File: config.mk
export PLATFORM = sky130hd
export DESIGN_NAME = id_hazard_ctrl
export DESIGN_NICKNAME = d
export VERILOG_FILES = /design/src/rtl/id_hazard_ctrl.sv
export SDC_FILE = /design/constraint.sdc
export NUM_CORES = 1
export LEC_CHECK = 0
export ABC_CLOCK_PERIOD_IN_PS = 2400
export CORE_ASPECT_RATIO = 1.4
export CORE_MARGIN = 2
export CORE_UTILIZATION = 25
export DETAILED_ROUTE_END_ITERATION = 7
export GPL_TIMING_DRIVEN = 0
export HOLD_SLACK_MARGIN = 0.06
export PLACE_DENSITY = 0.55
export SLEW_MARGIN = 25
export SYNTH_ARGS = -nofsm -noshare
export SYNTH_HDL_FRONTEND = slang
export SYNTH_SLANG_ARGS = --single-unit
File: constraint.sdc
create_clock -name clk -period 2.4 [get_ports clk]
set_input_delay 0.24 -clock clk [delete_from_list [all_inputs] [get_ports clk]]
set_output_delay 0.24 -clock clk [all_outputs]
set_load 0.01 [all_outputs]
File: src/rtl/id_hazard_ctrl.sv
// rtl/id_hazard_ctrl.sv - ID-stage RAW hazard, branch flush and halt-drain control
// Define ID_HAZARD_FWD_EN when EX/MEM forwarding exists: only load-use then stalls.
module id_hazard_ctrl #(
  parameter int SB_DEPTH     = 2,
  parameter int DRAIN_CYCLES = 3
) (
  input  logic       clk,
  input  logic       rst,
  input  logic       ID_valid,
  input  logic [2:0] ID_RS,
  input  logic       ID_RS_used,
  input  logic [2:0] ID_RT,
  input  logic       ID_RT_used,
  input  logic [2:0] ID_RD,
  input  logic       ID_RegWrt,
  input  logic       ID_MemRead,
  input  logic       ID_Halt,
  input  logic       EX_BranchTaken,
  output logic       valid,
  output logic       IF_stall,
  output logic       IFID_flush,
  output logic       halted,
  output logic       hazard
);

  localparam int CW = (DRAIN_CYCLES > 1) ? $clog2(DRAIN_CYCLES) : 1;

  typedef enum logic [1:0] {
    RUN    = 2'd0,
    DRAIN  = 2'd1,
    HALTED = 2'd2
  } state_t;

  typedef struct packed {
    logic       wr;
    logic       load;
    logic [2:0] rd;
  } sb_entry_t;

  state_t                     state_q, state_d;
  sb_entry_t [SB_DEPTH-1:0]   sb_q, sb_d;
  logic      [CW-1:0]         cnt_q, cnt_d;
  logic                       raw_hit;
  logic                       unused_sb;

  function automatic logic src_hit(input sb_entry_t e, input logic used, input logic [2:0] r);
    return used & e.wr & (e.rd == r);
  endfunction

  // Bubble slots carry wr=0 and therefore can never produce a match.
  always_comb begin
    raw_hit = 1'b0;
`ifdef ID_HAZARD_FWD_EN
    raw_hit = sb_q[0].load &
              (src_hit(sb_q[0], ID_RS_used, ID_RS) | src_hit(sb_q[0], ID_RT_used, ID_RT));
`else
    for (int k = 0; k < SB_DEPTH; k++) begin
      raw_hit = raw_hit | src_hit(sb_q[k], ID_RS_used, ID_RS) | src_hit(sb_q[k], ID_RT_used, ID_RT);
    end
`endif
  end

  assign unused_sb = ^sb_q;

  always_comb begin
    valid      = 1'b0;
    IF_stall   = 1'b0;
    IFID_flush = 1'b0;
    halted     = 1'b0;
    hazard     = 1'b0;
    state_d    = state_q;
    cnt_d      = cnt_q;
    sb_d[0]    = '0;
    for (int i = 1; i < SB_DEPTH; i++) begin
      sb_d[i] = sb_q[i-1];
    end

    case (state_q)
      RUN: begin
        if (EX_BranchTaken) begin
          IFID_flush = 1'b1;
        end else if (ID_valid && raw_hit) begin
          hazard   = 1'b1;
          IF_stall = 1'b1;
        end else if (ID_valid) begin
          valid = 1'b1;
        end
        if (valid) begin
          sb_d[0] = {ID_RegWrt, ID_MemRead, ID_RD};
          if (ID_Halt) begin
            state_d = DRAIN;
            cnt_d   = CW'(DRAIN_CYCLES - 1);
          end
        end
      end
      DRAIN: begin
        IF_stall = 1'b1;
        if (cnt_q == '0) begin
          state_d = HALTED;
        end else begin
          cnt_d = cnt_q - 1'b1;
        end
      end
      HALTED: begin
        IF_stall = 1'b1;
        halted   = 1'b1;
      end
      default: state_d = RUN;
    endcase

    if (!rst) begin
      valid      = 1'b0;
      IF_stall   = 1'b0;
      IFID_flush = 1'b0;
      halted     = 1'b0;
      hazard     = 1'b0;
    end
  end

  always_ff @(posedge clk) begin
    if (!rst) begin
      state_q <= RUN;
      sb_q    <= '0;
      cnt_q   <= '0;
    end else begin
      state_q <= state_d;
      sb_q    <= sb_d;
      cnt_q   <= cnt_d;
    end
  end

endmodule
Yosys cells after proc, flatten, opt, wreduce, memory -nomap -nowiden
Index checks and enable logic that the tools add are counted.
{"block": "word_totals", "ff_bits": 12, "wordCells": 62}
{"block": "op_classes", "add_sub_neg": 1, "n_eq_ne": 10, "n_mux": 25, "bitwise": 12, "reduce_logical": 8}
{"cell": "$mux W1", "n": 16}
{"cell": "$eq A3 B3 Y1", "n": 4}
{"cell": "$mux W2", "n": 6}
{"cell": "$and A1 B1 Y1", "n": 8}
{"cell": "$ne A2 B2 Y1 const B", "n": 4}
{"cell": "$reduce_and A4 Y1", "n": 2}
{"cell": "$pmux W2 S3", "n": 1}
{"cell": "$logic_not A2 Y1", "n": 2}
{"cell": "$pmux W2 S2", "n": 1}
{"cell": "$or A1 B1 Y1", "n": 3}
{"cell": "$reduce_and A3 Y1", "n": 1}
{"cell": "$eq A2 B1 Y1 const B", "n": 1}
{"cell": "$eq A2 B2 Y1 const B", "n": 1}
{"cell": "$pmux W1 S2", "n": 1}
{"cell": "$reduce_bool A2 Y1", "n": 1}
{"cell": "$reduce_or A2 Y1", "n": 1}
{"cell": "$sub A2 B1 Y2 const B", "n": 1}
{"cell": "$logic_and A1 B1 Y1", "n": 1}
{"cell": "$not A1 Y1", "n": 1}

Logic depth before layout (Yosys ltp)
Gate-level depths: netlist of the first run.
{"block": "logic_depth", "word_depth": 11, "depth_mapped": 8, "ltp_nobuf": 7}

Worst setup path after synthesis of the first run
No wires, ideal clock.
{"block": "synth_path", "path_kind": "reg2reg", "from": "register sb_q[7] (netlist name)", "to": "register state_q[1]", "setup_ps": 72, "t_arrival_ps": 1670, "path_slack_ps": 658, "stages_incl_launch_ff": 7, "cell_sequence": "dfxtp_1 -> xor2_1 -> nor4_1 -> or4_4 -> or2_4 -> a21oi_2 -> mux2i_1"}
{"block": "synth_between", "elab_chain_len": 10}
{"element": "start, declared", "line": "41", "rtl": "sb_entry_t [SB_DEPTH-1:0] sb_q, sb_d;"}
{"element": "start signal, assigned", "line": "123", "rtl": "sb_q <= '0;"}
{"element": "start signal, assigned", "line": "127", "rtl": "sb_q <= sb_d;"}
{"element": "$eq A3 B3 Y1", "line": "47", "rtl": "return used & e.wr & (e.rd == r);"}
{"element": "$and A1 B1 Y1", "line": "47"}
{"element": "$or A1 B1 Y1", "line": "58", "rtl": "raw_hit = raw_hit | src_hit(sb_q[k], ID_RS_used, ID_RS) | src_hit(sb_q[k], ID_RT_used, ID_RT);"}
{"element": "$or A1 B1 Y1 *", "line": "58"}
{"element": "$logic_and A1 B1 Y1 *", "line": "82", "rtl": "end else if (ID_valid && raw_hit) begin"}
{"element": "$mux W1 *", "line": "82"}
{"element": "$mux W1 *", "line": "80", "rtl": "if (EX_BranchTaken) begin"}
{"element": "$mux W1 *", "line": "78", "rtl": "case (state_q)"}
{"element": "$ne A2 B2 Y1 (no line) *"}
{"element": "$reduce_and A4 Y1 (no line) *"}
{"element": "end signal, assigned", "line": "126", "rtl": "state_q <= state_d;"}
{"element": "end, declared", "line": "40", "rtl": "state_t state_q, state_d;"}
Every way passes the cells marked *; elsewhere a longest branch is shown, timed or not. The select of a mux whose other input is x is not followed.
A chain may end at the register's enable or synchronous reset.

Worst setup path after layout of the first run
{"block": "layout_path", "from": "input port ID_RS[1]", "to": "output port IF_stall"}
{"block": "layout_between", "elab_chain_len": 10}
{"element": "start, declared", "line": "10", "rtl": "input logic [2:0] ID_RS,"}
{"element": "$eq A3 B3 Y1", "line": "47"}
{"element": "$and A1 B1 Y1", "line": "47"}
{"element": "$or A1 B1 Y1", "line": "58"}
{"element": "$or A1 B1 Y1 * (2 in a row)", "line": "58"}
{"element": "$logic_and A1 B1 Y1 *", "line": "82"}
{"element": "$mux W1 *", "line": "82"}
{"element": "$mux W1 *", "line": "80"}
{"element": "$pmux W1 S2 *", "line": "78"}
{"element": "$mux W1 *", "line": "111", "rtl": "if (!rst) begin"}
{"element": "end, declared", "line": "20", "rtl": "output logic IF_stall,"}
Every way passes the cells marked *; elsewhere a longest branch is shown, timed or not.

==> run_results.csv, run 1 <==
group,metric,value,unit
worst_hold_path,hold-path-cell-count,1,
yosys,syn-instance-count,88,
yosys,synth-seq-cells,12,
yosys,yosysWarningCount,0,
finish,syn2layout_area_growth,44.0,%
floorplanning,core,0.00285,mm^2
finish,mostFrequentLayoutCell,"sky130_fd_sc_hd__clkdlybuf4s50_1",
setup_path,cp-end-kind,"output pin",
clock_tree,clkSinkCount,12,
timing,grt_setup_unrepaired,"false",
timing,highest_clock_frequency_the_design_can_meet,428,MHz
timing,clock-skew-final,0.00502,ns
setup_path,worst-r2r-cell-count,7,
placed_design,count_of_port_buffers_added_during_placement,21,
clock_tree,cts_buffers,3,
finish,layout_common_cells,"sky130_fd_sc_hd__clkdlybuf4s50_1 (17), sky130_fd_sc_hd__xor2_1 (12), sky130_fd_sc_hd__dfxtp_1 (12)",
floorplanning,i_o_pin_total,23,
clock_tree,worst_skew_pair.late_latency,0.24,ns
setup_path,path_class,"input pin to output pin",
worst_hold_path,hp-start,"sb_d[9]",
timing,timing.final.max_slew_violations,0,
setup_path,worstPathArrival,2.10,ns
clock_tree,hold_buffers,0,
finish,post_route_cells_drive_above_1_share,8.77,%
setup_path,crit-reg2reg-launch,"sb_d[7]",
timing,relSlewSlack,73.2,%
detailed_routing,drt_iter0_markers,6,
yosys,synth_area_per_cell,8.40,um^2
power_and_ir_drop,p_leak,0.474,nW
detailed_routing,postRouteWirelength,1600,um
global_routing,first_global_vias,634,
global_routing,grt_remaining_overflow,0,
setup_path,critPathLaunch,"ID_RS[1]",
floorplanning,initial_utilization,26.0,%
finish,num-nets-final,138,
yosys,synth-main-ff-cell,"sky130_fd_sc_hd__dfxtp_1",
job,max_cap_viol_count,0,
floorplanning,chipHeight,68.4,um
clock_tree,h-tree-depth,1,
placed_design,numPlacedInstances,146,
detailed_routing,detailedRoute.firstPassIterationCount,3,
global_routing,grt_pass1_wl,2610,um
floorplanning,floorplan_die_width,50.0,um
timing,hold_viol,0,
clock_tree,tritoncts,"yes",
setup_path,timing.critical_path.depth,7,
finish,fillerInstances,300,
setup_path,crit_path_cell_trace,"clkdlybuf4s50_1 > xor2_1 > nor4_1 > or4_4 > a31oi_1 > nor3b_1 > dlygate4sd2_1",
yosys,synth_top_area_share,32.5,%
global_routing,maximum_number_of_pins_on_one_net_before_global_route_repair,11,
detailed_routing,routed_via_density,4.39,
timing,hold-worst-slack,0.490,ns
detailed_routing,average_wire_per_standard_cell,10.6,um
yosys,synth.cell_area,739,um^2
yosys,synth_fp_nets,111,
detailed_routing,drc,0,
yosys,synth_top_cell_by_area,"sky130_fd_sc_hd__dfxtp_1",
clock_tree,clockBufferDepth,2,
status,outcome,"completed",
yosys,synth_top_cells_by_area,"sky130_fd_sc_hd__dfxtp_1 (32%), sky130_fd_sc_hd__xor2_1 (14%), sky130_fd_sc_hd__and2_1 (8.5%)",
yosys,async_flop_share,0,%
floorplanning,placement_rows,23,
setup_path,crit_path_max_incr_delay,0.58,ns
setup_path,slowest_stage,"sky130_fd_sc_hd__or4_4",
finish,antenna_cells,0,
yosys,synth_sequential_area_ratio,32.5,%
timing,finalSetupViolations,0,
timing,finalWorstPathRequiredPeriod,2.34,ns
timing,worst_pin_slew,0.402,ns
power_and_ir_drop,peakVddDrop,0.162,mV
setup_path,critPathTopFamily,"buffers and inverters",
global_routing,antenna_found_initial,0,
placed_design,final_wtd_congestion,0.682,
clock_tree,clockRootBuffer,"sky130_fd_sc_hd__clkbuf_8",
clock_tree,clk_pin_slew_worst_paths,0.05,ns
setup_path,crit_fanout,4,
setup_path,worst-path-buf-inv,2,
global_routing,grt_usage,10.3,%
yosys,synth_enable_flop_cells,0,
timing,period_share,97.3,%
power_and_ir_drop,p_per_area,496,mW/mm^2
placed_design,post_dp_hpwl,1310,um
detailed_routing,drtAntennaViolNets,0,
yosys,number_of_unique_standard_cell_types_used_by_synthesis,25,
setup_path,worst_setup_path_start_kind,"input pin",
floorplanning,design.die.area,0.00342,mm^2
worst_hold_path,holdCritPathClass,"register to register",
finish,layout.cells.non_filler,151,
detailed_routing,num_vias,663,
setup_path,timing.critical_path.required,2.16,ns
## registers in the layout, indices dropped and copies added (netlist names)
register  cells
cnt_q         2
sb_d          4
sb_q          4
state_q       2
## cells by family (layout without fill, tap and decap cells)
logic type | after synthesis | count (layout) | synth area share (%)
multiplexers | 2 | 2 | 2.71
buffers and inverters | 8 | 34 | 4.06
XOR/XNOR | 12 | 12 | 14.2
flip-flops | 12 | 12 | 32.5
AND/OR/NAND/NOR | 38 | 38 | 27.9
AO/OA/AOI/OAI | 11 | 11 | 10.2
adder cells (fa/ha/maj) | 5 | 5 | 8.46
## through the flow
step / TNS [ns] / worst slack [ns] / power (W) / util, % / instance area (um^2)
3_3_place_gp: -0.394 / -0.245 / 0.000313 / 35.0 / 996
6_report: 0 / 0.0649 / 0.000528 / 37.4 / 1060
5_1_grt: 0 / 0.0000229 / 0.000555 / 37.4 / 1060
2_1_floorplan: 0 / 0.658 / 0.000267 / - / 739
3_5_place_dp: -0.452 / -0.270 / 0.000316 / 35.0 / 996
4_1_cts: 0 / 0.0458 / 0.000536 / 37.0 / 1050
## report_power, final
group / leakage [nW] / switching, W / internal, W
logic: 0.348 / 0.0000442 / 0.0000530
registers: 0.0975 / 0.00000571 / 0.000207
clock network: 0.0288 / 0.0000730 / 0.000145
## synth_stat cells, types with 2 or more instances
cell type,n
sky130_fd_sc_hd__dfxtp_1,12
sky130_fd_sc_hd__mux2i_1,2
sky130_fd_sc_hd__nor2_1,4
sky130_fd_sc_hd__clkbuf_1,3
sky130_fd_sc_hd__a31oi_1,2
sky130_fd_sc_hd__nor4_1,4
sky130_fd_sc_hd__xor2_1,12
sky130_fd_sc_hd__and2_1,10
sky130_fd_sc_hd__inv_1,5
sky130_fd_sc_hd__a21oi_1,3
sky130_fd_sc_hd__ha_1,5
sky130_fd_sc_hd__nand2_1,11
sky130_fd_sc_hd__nand3_1,2
sky130_fd_sc_hd__nor2b_1,2
## cell type report
| type | count | area, um^2 | area share (%) |
|---|---|---|---|
| buffer | 3 | 11.3 | 1.06 |
| timing repair buffer | 22 | 216 | 20.3 |
| tap | 37 | 46.3 | 4.35 |
| multi-input combinational | 68 | 477 | 44.8 |
| sequential | 12 | 240 | 22.6 |
| inverter | 5 | 18.8 | 1.76 |
| clock buffer | 4 | 55.1 | 5.17 |
## repair_timing
action	CTS	global route
pin swaps	0	3
resized for setup	5	1
buffers inserted	0	1
setup endpoints to repair	3	1
## layer usage
layer,track usage [%],vias to the layer above,routed length (um)
met5,0,-,0
met2,18.7,16,842
met1,10.3,295,650
met3,1.75,5,54
li1,-,347,-
met4,8.33,0,51
## final timing paths
path                     end  slack, ns
setup / recovery    IF_stall       0.06
hold / removal       sb_q[9]       0.49
setup reg to reg  state_q[1]       0.35
hold reg to reg      sb_q[9]       0.49
Note: power is estimated with default switching activity, not from simulation.
==> run 2, diff against run 1 <==
--- a/config.mk
+++ b/config.mk
@@ -13,6 +13,7 @@
 export GPL_TIMING_DRIVEN = 0
 export HOLD_SLACK_MARGIN = 0.06
 export PLACE_DENSITY = 0.55
+export SKIP_CTS_REPAIR_TIMING = 1
 export SLEW_MARGIN = 25
 export SYNTH_ARGS = -nofsm -noshare
 export SYNTH_HDL_FRONTEND = slang
==> run_results.csv, run 2 (same netlist as run 1, synthesis figures left out) <==
group,metric,value,unit
floorplanning,core,0.00285,mm^2
placed_design,final_wtd_congestion,0.682,
finish,layout.cells.non_filler,150,
global_routing,grt_usage,10.2,%
finish,num-nets-final,137,
floorplanning,design.die.area,0.00342,mm^2
timing,hold_viol,0,
timing,setup_total_negative_slack,0,ns
detailed_routing,detailedRoute.firstPassIterationCount,3,
timing,highest_clock_frequency_the_design_can_meet,448,MHz
setup_path,path_class,"input pin to output pin",
finish,post_route_cells_drive_above_1_share,9.73,%
floorplanning,chipHeight,68.4,um
finish,mostFrequentLayoutCell,"sky130_fd_sc_hd__clkdlybuf4s50_1",
setup_path,r2r_setup_slack,0.49,ns
detailed_routing,drt_iter0_markers,6,
setup_path,crit_path_cell_trace,"clkdlybuf4s50_1 > xor2_1 > nor4_2 > or4_4 > a31oi_1 > nor3b_1 > dlymetal6s2s_1",
timing,timing.final.max_slew_violations,0,
floorplanning,initial_utilization,26.0,%
timing,clock-skew-final,0.00510,ns
timing,finalWorstPathRequiredPeriod,2.23,ns
setup_path,slowest_stage,"sky130_fd_sc_hd__or4_4",
placed_design,numPlacedInstances,146,
timing,grt_setup_unrepaired,"false",
global_routing,maximum_number_of_pins_on_one_net_before_global_route_repair,11,
clock_tree,h-tree-depth,1,
setup_path,crit_path_max_incr_delay,0.57,ns
finish,syn2layout_area_growth,46.4,%
clock_tree,clockRootBuffer,"sky130_fd_sc_hd__clkbuf_8",
detailed_routing,drtAntennaViolNets,0,
setup_path,worst_setup_path_start_kind,"input pin",
clock_tree,clkSinkCount,12,
status,outcome,"completed",
setup_path,cp-end-kind,"output pin",
clock_tree,tritoncts,"yes",
clock_tree,clockBufferDepth,2,
floorplanning,placement_rows,23,
placed_design,count_of_port_buffers_added_during_placement,21,
global_routing,antenna_found_initial,0,
finish,antenna_cells,0,
detailed_routing,drc,0,
clock_tree,clk_pin_slew_worst_paths,0.05,ns
setup_path,critPathTopFamily,"simple AND/OR/NAND/NOR gates",
placed_design,post_dp_hpwl,1310,um
global_routing,first_global_vias,631,
timing,relSlewSlack,73.3,%
floorplanning,i_o_pin_total,23,
timing,finalSetupViolations,0,
job,max_cap_viol_count,0,
detailed_routing,num_vias,655,
detailed_routing,routed_via_density,4.37,
floorplanning,floorplan_die_width,50.0,um
finish,final_area,0.00108,mm^2
finish,fillerInstances,298,
placed_design,placed_area,996,um^2
timing,worst_pin_slew,0.401,ns
worst_hold_path,hold-path-cell-count,1,
setup_path,worst-path-buf-inv,2,
setup_path,timing.critical_path.required,2.16,ns
detailed_routing,postRouteWirelength,1620,um
setup_path,worstPathArrival,1.99,ns
setup_path,crit_fanout,5,
global_routing,grt_pass1_wl,2590,um
finish,layout_common_cells,"sky130_fd_sc_hd__clkdlybuf4s50_1 (17), sky130_fd_sc_hd__dfxtp_1 (12), sky130_fd_sc_hd__xor2_1 (11), sky130_fd_sc_hd__nand2_1 (11), sky130_fd_sc_hd__and2_1 (10)",
timing,period_share,93.0,%
worst_hold_path,holdCritPathClass,"register to register",
detailed_routing,average_wire_per_standard_cell,10.8,um
global_routing,grt_remaining_overflow,0,
setup_path,timing.critical_path.depth,7,
clock_tree,worst_skew_pair.late_latency,0.24,ns
power_and_ir_drop,p_per_area,489,mW/mm^2
power_and_ir_drop,p_leak,0.509,nW
power_and_ir_drop,peakVddDrop,0.161,mV
timing,hold-worst-slack,0.490,ns
clock_tree,cts_buffers,3,
setup_path,worst-r2r-cell-count,6,
run 2: final timing paths:
path,end,from
setup / recovery,IF_stall,ID_RS[1]
hold / removal,sb_q[9],sb_d[9]
setup reg to reg,state_q[1],sb_d[7]
hold reg to reg,sb_q[9],sb_d[9]
run 2: per-layer routing:
layer | vias to the layer above | global-route usage (%) | part of all wire [%]
li1 | 344 | - | -
met1 | 291 | 10.2 | 41
met5 | - | 0 | 0
met4 | 0 | 8.33 | 2.7
met2 | 16 | 18.7 | 53
met3 | 4 | 1.75 | 3.9
run 2: through the flow:
step | power [W] | setup WS, ns | utilization, %
2_1_floorplan | 0.000267 | 0.658 | -
3_3_place_gp | 0.000313 | -0.245 | 35.0
3_5_place_dp | 0.000316 | -0.270 | 35.0
4_1_cts | 0.000536 | -0.279 | 36.9
5_1_grt | 0.000557 | 0.113 | 38.0
6_report | 0.000530 | 0.167 | 38.0
run 2: final cells by class:
type                       instances  area [um^2]  area share [%]
buffer                             3         11.3            1.04
multi-input combinational         68          490            45.3
inverter                           5         18.8            1.73
timing repair buffer              21          220            20.3
sequential                        12          240            22.2
clock buffer                       4         55.1            5.09
tap                               37         46.3            4.28
run 2: where the power goes:
| group | internal (W) | total (W) | switching [W] |
|---|---|---|---|
| Combinational | 0.0000539 | 0.0000992 | 0.0000453 |
| Clock | 0.000145 | 0.000217 | 0.0000726 |
| Sequential | 0.000207 | 0.000213 | 0.00000592 |
| Total | 0.000406 | 0.000530 | 0.000124 |
